===== src/rtl/mem_bridge48.sv =====
// Multi-cycle bridge from the CPU memory stage to a 16-bit synchronous RAM.
// Each 48/16/8-bit load or store is split into 16-bit beats; loads are reassembled and extended.
module mem_bridge48 #(
  parameter int ADDR_W = 16,
  parameter int LAT    = 1
) (
  input  logic              CLK,
  input  logic              RESET,
  input  logic              REQ,
  input  logic              WE,
  input  logic [2:0]        CTRL,
  input  logic [47:0]       ADDRESS,
  input  logic [47:0]       WDATA,
  output logic [47:0]       READ,
  output logic              WAIT,
  output logic              DONE,
  output logic              ERR,
  output logic              MEM_EN,
  output logic              MEM_WE,
  output logic [ADDR_W-1:0] MEM_ADDR,
  output logic [1:0]        MEM_BE,
  output logic [15:0]       MEM_WD,
  input  logic [15:0]       MEM_RD
);

  typedef enum logic [1:0] {S_IDLE, S_ISSUE, S_LATWAIT, S_FINISH} state_t;
  localparam logic [1:0] LAT_LAST = 2'(LAT - 1);

  state_t              r_state, w_nxt_state;
  logic                r_we, r_a0, r_err;
  logic [2:0]          r_ctrl;
  logic [ADDR_W-1:0]   r_base;
  logic [47:0]         r_wdata;
  logic [1:0]          r_beat, r_lcnt;
  logic [15:0]         r_slot [3];
  logic [47:0]         r_read;
  logic                r_done, r_errp, r_men, r_mwe;
  logic [ADDR_W-1:0]   r_maddr;
  logic [1:0]          r_mbe;
  logic [15:0]         r_mwd;

  logic                w_idle, w_we, w_a0, w_bad, w_capture, w_nxt_err;
  logic [2:0]          w_ctrl;
  logic [ADDR_W-1:0]   w_base, w_d_addr;
  logic [47:0]         w_wdata, w_asm;
  logic [1:0]          w_nb, w_beat_p1, w_nxt_beat, w_nxt_lcnt, w_d_be;
  logic [15:0]         w_d_wd, w_s0, w_s1, w_s2;
  logic [7:0]          w_byte;
  logic                w_unused;

  assign w_unused = ^ADDRESS[47:ADDR_W+1];

  // In IDLE the request is being latched this edge, so beat-0 drive comes from the inputs.
  assign w_idle    = (r_state == S_IDLE);
  assign w_we      = w_idle ? WE                  : r_we;
  assign w_ctrl    = w_idle ? CTRL                : r_ctrl;
  assign w_a0      = w_idle ? ADDRESS[0]          : r_a0;
  assign w_base    = w_idle ? ADDRESS[ADDR_W:1]   : r_base;
  assign w_wdata   = w_idle ? WDATA               : r_wdata;
  assign w_bad     = (CTRL > 3'd4) || (ADDRESS[0] && (CTRL <= 3'd2));
  assign w_nb      = (r_ctrl == 3'd0) ? 2'd3 : 2'd1;
  assign w_beat_p1 = r_beat + 2'd1;

  always_comb begin
    w_nxt_state = r_state;
    w_nxt_beat  = r_beat;
    w_nxt_lcnt  = r_lcnt;
    w_nxt_err   = r_err;
    w_capture   = 1'b0;
    case (r_state)
      S_IDLE: begin
        if (REQ) begin
          w_nxt_err   = w_bad;
          w_nxt_beat  = 2'd0;
          w_nxt_state = w_bad ? S_FINISH : S_ISSUE;
        end
      end
      S_ISSUE: begin
        if (r_we) begin
          w_nxt_beat  = w_beat_p1;
          w_nxt_state = (w_beat_p1 < w_nb) ? S_ISSUE : S_FINISH;
        end else begin
          w_nxt_lcnt  = LAT_LAST;
          w_nxt_state = S_LATWAIT;
        end
      end
      S_LATWAIT: begin
        if (r_lcnt == 2'd0) begin
          w_capture   = 1'b1;
          w_nxt_beat  = w_beat_p1;
          w_nxt_state = (w_beat_p1 < w_nb) ? S_ISSUE : S_FINISH;
        end else begin
          w_nxt_lcnt  = r_lcnt - 2'd1;
        end
      end
      default: w_nxt_state = S_IDLE;
    endcase
  end

  // Drive for the beat about to be issued.
  always_comb begin
    w_d_wd = w_wdata[15:0];
    w_d_be = 2'b11;
    case (w_ctrl)
      3'd0: begin
        case (w_nxt_beat)
          2'd1:    w_d_wd = w_wdata[31:16];
          2'd2:    w_d_wd = w_wdata[47:32];
          default: w_d_wd = w_wdata[15:0];
        endcase
      end
      3'd1, 3'd2: w_d_wd = w_wdata[15:0];
      default: begin
        w_d_wd = {2{w_wdata[7:0]}};
        w_d_be = w_a0 ? 2'b10 : 2'b01;
      end
    endcase
  end
  assign w_d_addr = w_base + ADDR_W'(w_nxt_beat);

  // The final beat lands in its slot on the same edge READ is loaded, so bypass it.
  assign w_s0 = (w_capture && r_beat == 2'd0) ? MEM_RD : r_slot[0];
  assign w_s1 = (w_capture && r_beat == 2'd1) ? MEM_RD : r_slot[1];
  assign w_s2 = (w_capture && r_beat == 2'd2) ? MEM_RD : r_slot[2];

  always_comb begin
    w_byte = r_a0 ? w_s0[15:8] : w_s0[7:0];
    w_asm  = 48'h0;
    case (r_ctrl)
      3'd0:    w_asm = {w_s2, w_s1, w_s0};
      3'd1:    w_asm = {32'h0, w_s0};
      3'd2:    w_asm = {{32{w_s0[15]}}, w_s0};
      3'd3:    w_asm = {40'h0, w_byte};
      3'd4:    w_asm = {{40{w_byte[7]}}, w_byte};
      default: w_asm = 48'h0;
    endcase
  end

  always_ff @(posedge CLK or posedge RESET) begin
    if (RESET) r_state <= S_IDLE;
    else       r_state <= w_nxt_state;
  end

  always_ff @(posedge CLK or posedge RESET) begin
    if (RESET) begin
      r_we    <= 1'b0;
      r_ctrl  <= 3'd0;
      r_a0    <= 1'b0;
      r_base  <= '0;
      r_wdata <= 48'h0;
      r_err   <= 1'b0;
      r_beat  <= 2'd0;
      r_lcnt  <= 2'd0;
      for (int i = 0; i < 3; i++) r_slot[i] <= 16'h0;
      r_read  <= 48'h0;
      r_done  <= 1'b0;
      r_errp  <= 1'b0;
      r_men   <= 1'b0;
      r_mwe   <= 1'b0;
      r_maddr <= '0;
      r_mbe   <= 2'b00;
      r_mwd   <= 16'h0;
    end else begin
      if (w_idle && REQ) begin
        r_we    <= WE;
        r_ctrl  <= CTRL;
        r_a0    <= ADDRESS[0];
        r_base  <= ADDRESS[ADDR_W:1];
        r_wdata <= WDATA;
      end
      r_err  <= w_nxt_err;
      r_beat <= w_nxt_beat;
      r_lcnt <= w_nxt_lcnt;
      for (int i = 0; i < 3; i++)
        if (w_capture && r_beat == 2'(i)) r_slot[i] <= MEM_RD;
      r_men   <= (w_nxt_state == S_ISSUE);
      r_mwe   <= (w_nxt_state == S_ISSUE) && w_we;
      r_maddr <= (w_nxt_state == S_ISSUE) ? w_d_addr : '0;
      r_mbe   <= (w_nxt_state == S_ISSUE) ? w_d_be   : 2'b00;
      r_mwd   <= (w_nxt_state == S_ISSUE) ? w_d_wd   : 16'h0;
      r_done  <= (w_nxt_state == S_FINISH);
      r_errp  <= (w_nxt_state == S_FINISH) && w_nxt_err;
      if (w_nxt_state == S_FINISH) begin
        if (w_nxt_err) r_read <= 48'h0;
        else if (!r_we) r_read <= w_asm;
      end
    end
  end

  assign WAIT     = (r_state != S_FINISH) && (REQ || (r_state != S_IDLE));
  assign READ     = r_read;
  assign DONE     = r_done;
  assign ERR      = r_errp;
  assign MEM_EN   = r_men;
  assign MEM_WE   = r_mwe;
  assign MEM_ADDR = r_maddr;
  assign MEM_BE   = r_mbe;
  assign MEM_WD   = r_mwd;

endmodule


===== config.mk =====
export PLATFORM = sky130hd
export DESIGN_NAME = mem_bridge48
export DESIGN_NICKNAME = d
export VERILOG_FILES = /design/src/rtl/mem_bridge48.sv
export SDC_FILE = /design/constraint.sdc
export NUM_CORES = 1
export LEC_CHECK = 0
export BUFFER_PORTS_ARGS = -buffer_cell sky130_fd_sc_hd__clkbuf_2
export CAP_MARGIN = 0
export CELL_PAD_IN_SITES_DETAIL_PLACEMENT = 0
export CELL_PAD_IN_SITES_GLOBAL_PLACEMENT = 1
export CORE_MARGIN = 2
export CORE_UTILIZATION = 40
export CTS_CLUSTER_DIAMETER = 40
export DETAILED_ROUTE_END_ITERATION = 7
export PLACE_DENSITY = 0.74
export SYNTH_ARGS = -nofsm -noshare
export SYNTH_HDL_FRONTEND = slang
export SYNTH_SLANG_ARGS = --single-unit

===== constraint.sdc =====
create_clock -name CLK -period 19.82 [get_ports CLK]
set_input_delay 2.973 -clock CLK [delete_from_list [all_inputs] [get_ports CLK]]
set_output_delay 2.973 -clock CLK [all_outputs]
set_load 0.05 [all_outputs]

==> flow_summary.yaml, run 1 <==
cts:
  cts_root_buf: "clkbuf_16"
  cts_num_sinks: 210
  clockBufferDepth: 3
  cts_tree: "yes"
  cts_hold_buf: 0
  cts_resized: 0
  htreeDepth: 2
  path_clk_slew_ns: 0.04
  clk_latency_ns: 0.51
  cts_buffers: 38
  post_cts_buffers: 0
place:
  gp_congestion: 0.808
  post-place-ws_ns: 13.20
  placed_area_um2: 11100
  io_buffer_count: 174
  hpwl_mm: 17.2
detailed_routing:
  routed_wl_mm: 26.9
  wl_per_cell_um: 17.7
  drc_errors: 0
  vias_per_cell: 5.20
  drt_iter0_markers: 553
  vias: 7890
  drtPass1Iterations: 7
  ant_nets: 0
grt:
  grt_pass1_wl_mm: 43.0
  antenna_found_initial: 1
  grt_pass1_vias: 7667
  grt_start_max_net_pins: 149
  grt_use_total_pct: 20.6
  gr-total-overflow: 0
job:
  drv_cap: 0
layout:
  nets: 1289
  stdcell_area_um2: 12300
  area_growth_pct: 23.2
  layout-drive-gt1-share_pct: 25.9
  final_common_cell: "nand2_1"
  layout_common_cells: "nand2_1, dfrtp_1, clkbuf_2, a22o_1, mux2i_1"
  fill_cells: 2299
worst_setup_path:
  worst_setup_path_end_kind: "output pin"
  start_kind: "input pin"
  rrSetupSlack_ns: 16.00
  cp_max_fo: 4
  arrival_ns: 3.65
  crit_type: "input pin to output pin"
  required_ns: 16.85
power_and_ir_drop:
  max-vdd-ir-drop_mv: 0.102
  power_leakage_nw: 6.33
  power.density_nw_per_um2: 207
timing:
  hold_viol: 0
  finalSetupTns_ns: 0
  final-setup-viol-count: 0
  worstMarginPinSlew_ns: 1.12
  fmax_ghz: 0.151
  post-route-period-util_pct: 33.4
  rsz0062_at_grt: "no"
  period_minus_slack_ns: 6.62
  whs_ns: 0.468
  final_max_slew_viol_count: 0
  skew_ns: 0.0211
  slew_headroom_pct: 24.9
  fin_ws_ns: 13.20
synthesis:
  synthesis.nets: 1130
  synthArstFlopShare_pct: 100
  synthFlopType: "dfrtp_1"
  syn-cell-area_um2: 10000
  yosysUniqueCellTypes: 59
  synthTopCellsByArea: "dfrtp_1, nand2_1, mux2_2"
  synth-seq-area-share_pct: 52.5
  synth_top_area_share_pct: 52.5
  yosys_warnings: 0
  synth_top_area_cell: "dfrtp_1"
  avgSynthCellArea_um2: 9.97
  ys_seq_elements: 210
  synth_edf_count: 0
  netlist_instances: 1004
floorplanning:
  num_rows: 57
  ioPinCount: 206
  start_util_pct: 40.9
  die_w_um: 162
  fp.dieH_um: 162
  die_area_um2: 26300
  core_um2: 24500
hold_path:
  min_path_type: "flip-flop to flip-flop"
run_status:
  status: "finished, final reports clean"
-- final timing paths --
| kind | startpoint | to | cells past startpoint |
|---|---|---|---|
| min in group asynchronous | RESET | READ[1] | 2 |
| worst min register to register | r_wdata[34] | r_wdata[34] | 2 |
| worst max-delay path | REQ | WAIT | 4 |
| worst min-delay path | r_wdata[34] | r_wdata[34] | 2 |
| max in group asynchronous | RESET | MEM_BE[1] | 3 |
| worst max register to register | r_state[0] | MEM_WD[5] | 9 |
-- flip-flops by register name, indices dropped and copies added (netlist names) --
register  count
r_state       2
READ         48
DONE          1
r_base       16
r_wdata      48
r_we          1
MEM_WE        1
ERR           1
r_lcnt        2
r_a0          1
r_err         1
r_slot       48
r_beat        2
MEM_WD       16
r_ctrl        3
MEM_ADDR     16
MEM_EN        1
MEM_BE        2
-- logic make-up (layout without fill, tap and decap cells) --
group / count (synthesis) / after routing / synth area share (%)
simple gates: 404 / 404 / 17.3
flops: 210 / 210 / 52.5
compound gates: 178 / 178 / 13.5
buf+inv: 98 / 285 / 4.26
mux: 88 / 88 / 9.67
fa+ha+maj: 13 / 13 / 1.47
xor+xnor: 13 / 13 / 1.32
other cells: 0 / 1 / 0
-- Yosys cell counts, drive strengths merged (4+ instances only) --
master	count
nand3b	4
a21oi	25
nor2	42
a222oi	12
a32oi	6
ha	7
and3	4
dfrtp	210
nor2b	4
nand2	286
a22o	48
o21ai	37
a221o	7
clkbuf	32
o22a	6
mux2i	45
nand2b	35
buf	32
o211ai	5
o22ai	10
inv	34
mux2	40
xnor2	6
a211oi	6
nand3	11
xor2	7
maj3	6
nor3	5
-- where the power goes --
part	internal, mW	switching, mW
Combinational	0.404	0.794
Clock	0.412	0.213
Sequential	0.616	0.110
-- per-stage QoR --
step	cells	power, mW	util, %
final	1516	2.55	50.4
after global routing	1515	2.72	50.4
after CTS	1515	2.57	50.4
after detailed placement	1447	1.93	45.3
after global placement	1447	1.91	45.3
after floorplan	1004	1.65	-
-- per-layer routing --
| layer | up-vias | part of all wire [%] | track usage (%) |
|---|---|---|---|
| met3 | 36 | 5.8 | 4.52 |
| met2 | 211 | 45 | 31.7 |
| met5 | - | 0 | 0 |
| met1 | 3876 | 47 | 29.7 |
| li1 | 3767 | - | - |
| met4 | 0 | 1.7 | 5.23 |
-- critical path, stage by stage --
cell	delay, ns
clkbuf_2	0.12
nor3_1	0.20
a21oi_1	0.08
clkbuf_2	0.28
-- final cells by class --
type | instances | area (µm²) | share of cell area, %
multi-input combinational | 696 | 4350 | 35.3
tap | 324 | 405 | 3.29
antenna | 1 | 2.50 | 0.0203
inverter | 34 | 135 | 1.10
clock inverter | 11 | 95.1 | 0.771
timing repair buffer | 183 | 938 | 7.61
clock buffer | 57 | 1150 | 9.35
sequential | 210 | 5260 | 42.6
No activity file was read; power rests on OpenSTA's default activity.
==> run 2: changes to the inputs <==
--- a/config.mk
+++ b/config.mk
@@ -10,7 +10,7 @@
 export CELL_PAD_IN_SITES_DETAIL_PLACEMENT = 0
 export CELL_PAD_IN_SITES_GLOBAL_PLACEMENT = 1
 export CORE_MARGIN = 2
-export CORE_UTILIZATION = 40
+export CORE_UTILIZATION = 38
 export CTS_CLUSTER_DIAMETER = 40
 export DETAILED_ROUTE_END_ITERATION = 7
 export PLACE_DENSITY = 0.74
==> constraint.sdc (replaced) <==
create_clock -name CLK -period 6 [get_ports CLK]
set_input_delay 0.9 -clock CLK [delete_from_list [all_inputs] [get_ports CLK]]
set_output_delay 0.9 -clock CLK [all_outputs]
set_load 0.05 [all_outputs]
==> run 2 against run 1 <==
  * Combinational power rose to 3.3 times the previous value
  * Highest routed layer unchanged
  * Largest cell class unchanged
  * Final cell count up 0.73%
  * Global-route usage down 1.2 points
  * Die area up 5.1%
==> flow_summary.yaml, run 2 (synthesis gave the netlist of run 1 again) <==
run_status:
  status: "finished, final reports clean"
cts:
  clockBufferDepth: 3
  cts_tree: "yes"
  cts_resized: 0
  cts_num_sinks: 210
  path_clk_slew_ns: 0.05
  clk_latency_ns: 0.52
  htreeDepth: 2
  cts_buffers: 38
  cts_root_buf: "clkbuf_16"
  cts_hold_buf: 0
  post_cts_buffers: 0
layout:
  seqCellArea_um2: 5260
  multiInputGateArea_um2: 4350
  antenna_cells: 0
  layout-drive-gt1-share_pct: 26.5
  layout_common_cells: "nand2_1, dfrtp_1, clkbuf_2, a22o_1, mux2i_1"
  final_common_cell: "nand2_1"
  stdcell_area_um2: 12500
  nets: 1290
  fill_cells: 2520
  area_growth_pct: 24.5
detailed_routing:
  routed_wl_mm: 26.9
  vias: 7878
  vias_per_cell: 5.16
  ant_nets: 0
  drtPass1Iterations: 6
  drc_errors: 0
  drt_iter0_markers: 622
  wl_per_cell_um: 17.6
grt:
  grt_pass1_vias: 7896
  gr-total-overflow: 0
  antenna_found_initial: 0
  grt_pass1_wl_mm: 43.5
  grt_start_max_net_pins: 111
  grt_use_total_pct: 19.4
floorplanning:
  fp.dieH_um: 166
  die_area_um2: 27700
  die_w_um: 166
  num_rows: 59
  start_util_pct: 38.5
  core_um2: 26000
  ioPinCount: 206
timing:
  rsz0062_at_grt: "no"
  final-setup-viol-count: 0
  skew_ns: 0.0358
  finalSetupTns_ns: 0
  slew_headroom_pct: 26.8
  post-route-period-util_pct: 61.7
  final_max_slew_viol_count: 0
  worstMarginPinSlew_ns: 1.09
  fmax_ghz: 0.270
  period_minus_slack_ns: 3.70
  hold_viol: 0
worst_setup_path:
  crit_type: "flip-flop to flip-flop"
  cp_max_fo: 35
  crit_slowest_cell: "or3_1"
  critPathBufInv: 1
  start_kind: "flip-flop"
  worst_setup_path_end_kind: "flip-flop"
  arrival_ns: 4.14
  crit_family: "simple AND/OR/NAND/NOR gates"
  max_stage_delay_ns: 0.83
  worstPathCellList: "or3_1, o21ai_2, nor2_1, nor4_2, nand2_1, inv_1, o21ai_0, a21oi_1"
  required_ns: 6.44
hold_path:
  min_path_type: "input pin to async pin"
power_and_ir_drop:
  power.density_nw_per_um2: 689
  power.total_mw: 8.59
  max-vdd-ir-drop_mv: 0.396
  power_leakage_nw: 6.38
place:
  placed_area_um2: 11100
  hpwl_mm: 17.6
  io_buffer_count: 174
  gp_congestion: 0.817
job:
  drv_cap: 0
run 2: cell count changes in the layout (fill, tap and decap cells not counted), moves of 2 or more:
cell and change:
clkinvlp_4 +3, inv_6 +2, clkbuf_1 -7, clkbuf_8 -6
clkinv_4 +5, bufinv_16 +5
run 2: per-stage QoR:
| stage | utilization [%] | setup slack (ns) | cells | hold slack (ns) |
|---|---|---|---|---|
| 6_report | 48.0 | 2.30 | 1527 | 0.462 |
| 5_1_grt | 48.0 | 1.88 | 1527 | 0.488 |
| 4_1_cts | 48.0 | 2.29 | 1527 | 0.466 |
| 3_5_place_dp | 42.8 | 2.31 | 1459 | 0.461 |
| 3_3_place_gp | 42.8 | 2.33 | 1459 | 0.453 |
| 2_1_floorplan | - | 2.37 | 1004 | 0.440 |
run 2: routing by layer:
layer  part of all wire [%]  vias up  GRT usage (%)
met5                      0        -              0
met4                    2.0        0           5.92
met3                    5.0       39           3.98
met2                     46      215           29.9
met1                     47     3848           27.8
li1                       -     3776              -
run 2: worst paths after layout:
kind / startpoint / end / slack [ns] / cells past startpoint
worst max-delay path: r_ctrl[0] / MEM_WD[5] / 2.30 / 8
worst min-delay path: RESET / MEM_ADDR[1] / 0.46 / 2
min in group CLK: r_wdata[15] / r_wdata[15] / 0.47 / 2
worst min register to register: r_wdata[15] / r_wdata[15] / 0.47 / 2
worst max register to register: r_ctrl[0] / MEM_WD[5] / 2.30 / 8
max in group asynchronous: RESET / r_wdata[27] / 4.15 / 3
run 2: cell type report:
class                   count  area share (%)
clock buffers              43            8.18
clock inverters            25            2.67
inverters                  34            1.05
multi-input cells         696            34.9
flip-flops and latches    210            42.2
well taps                 335            3.36
repair buffers            184            7.69
run 2: where the power goes:
| group | switching (mW) | internal, mW | total [mW] |
|---|---|---|---|
| Combinational | 2.62 | 1.33 | 3.96 |
| Clock | 0.748 | 1.49 | 2.24 |
| Sequential | 0.362 | 2.03 | 2.39 |
| Total | 3.73 | 4.86 | 8.59 |
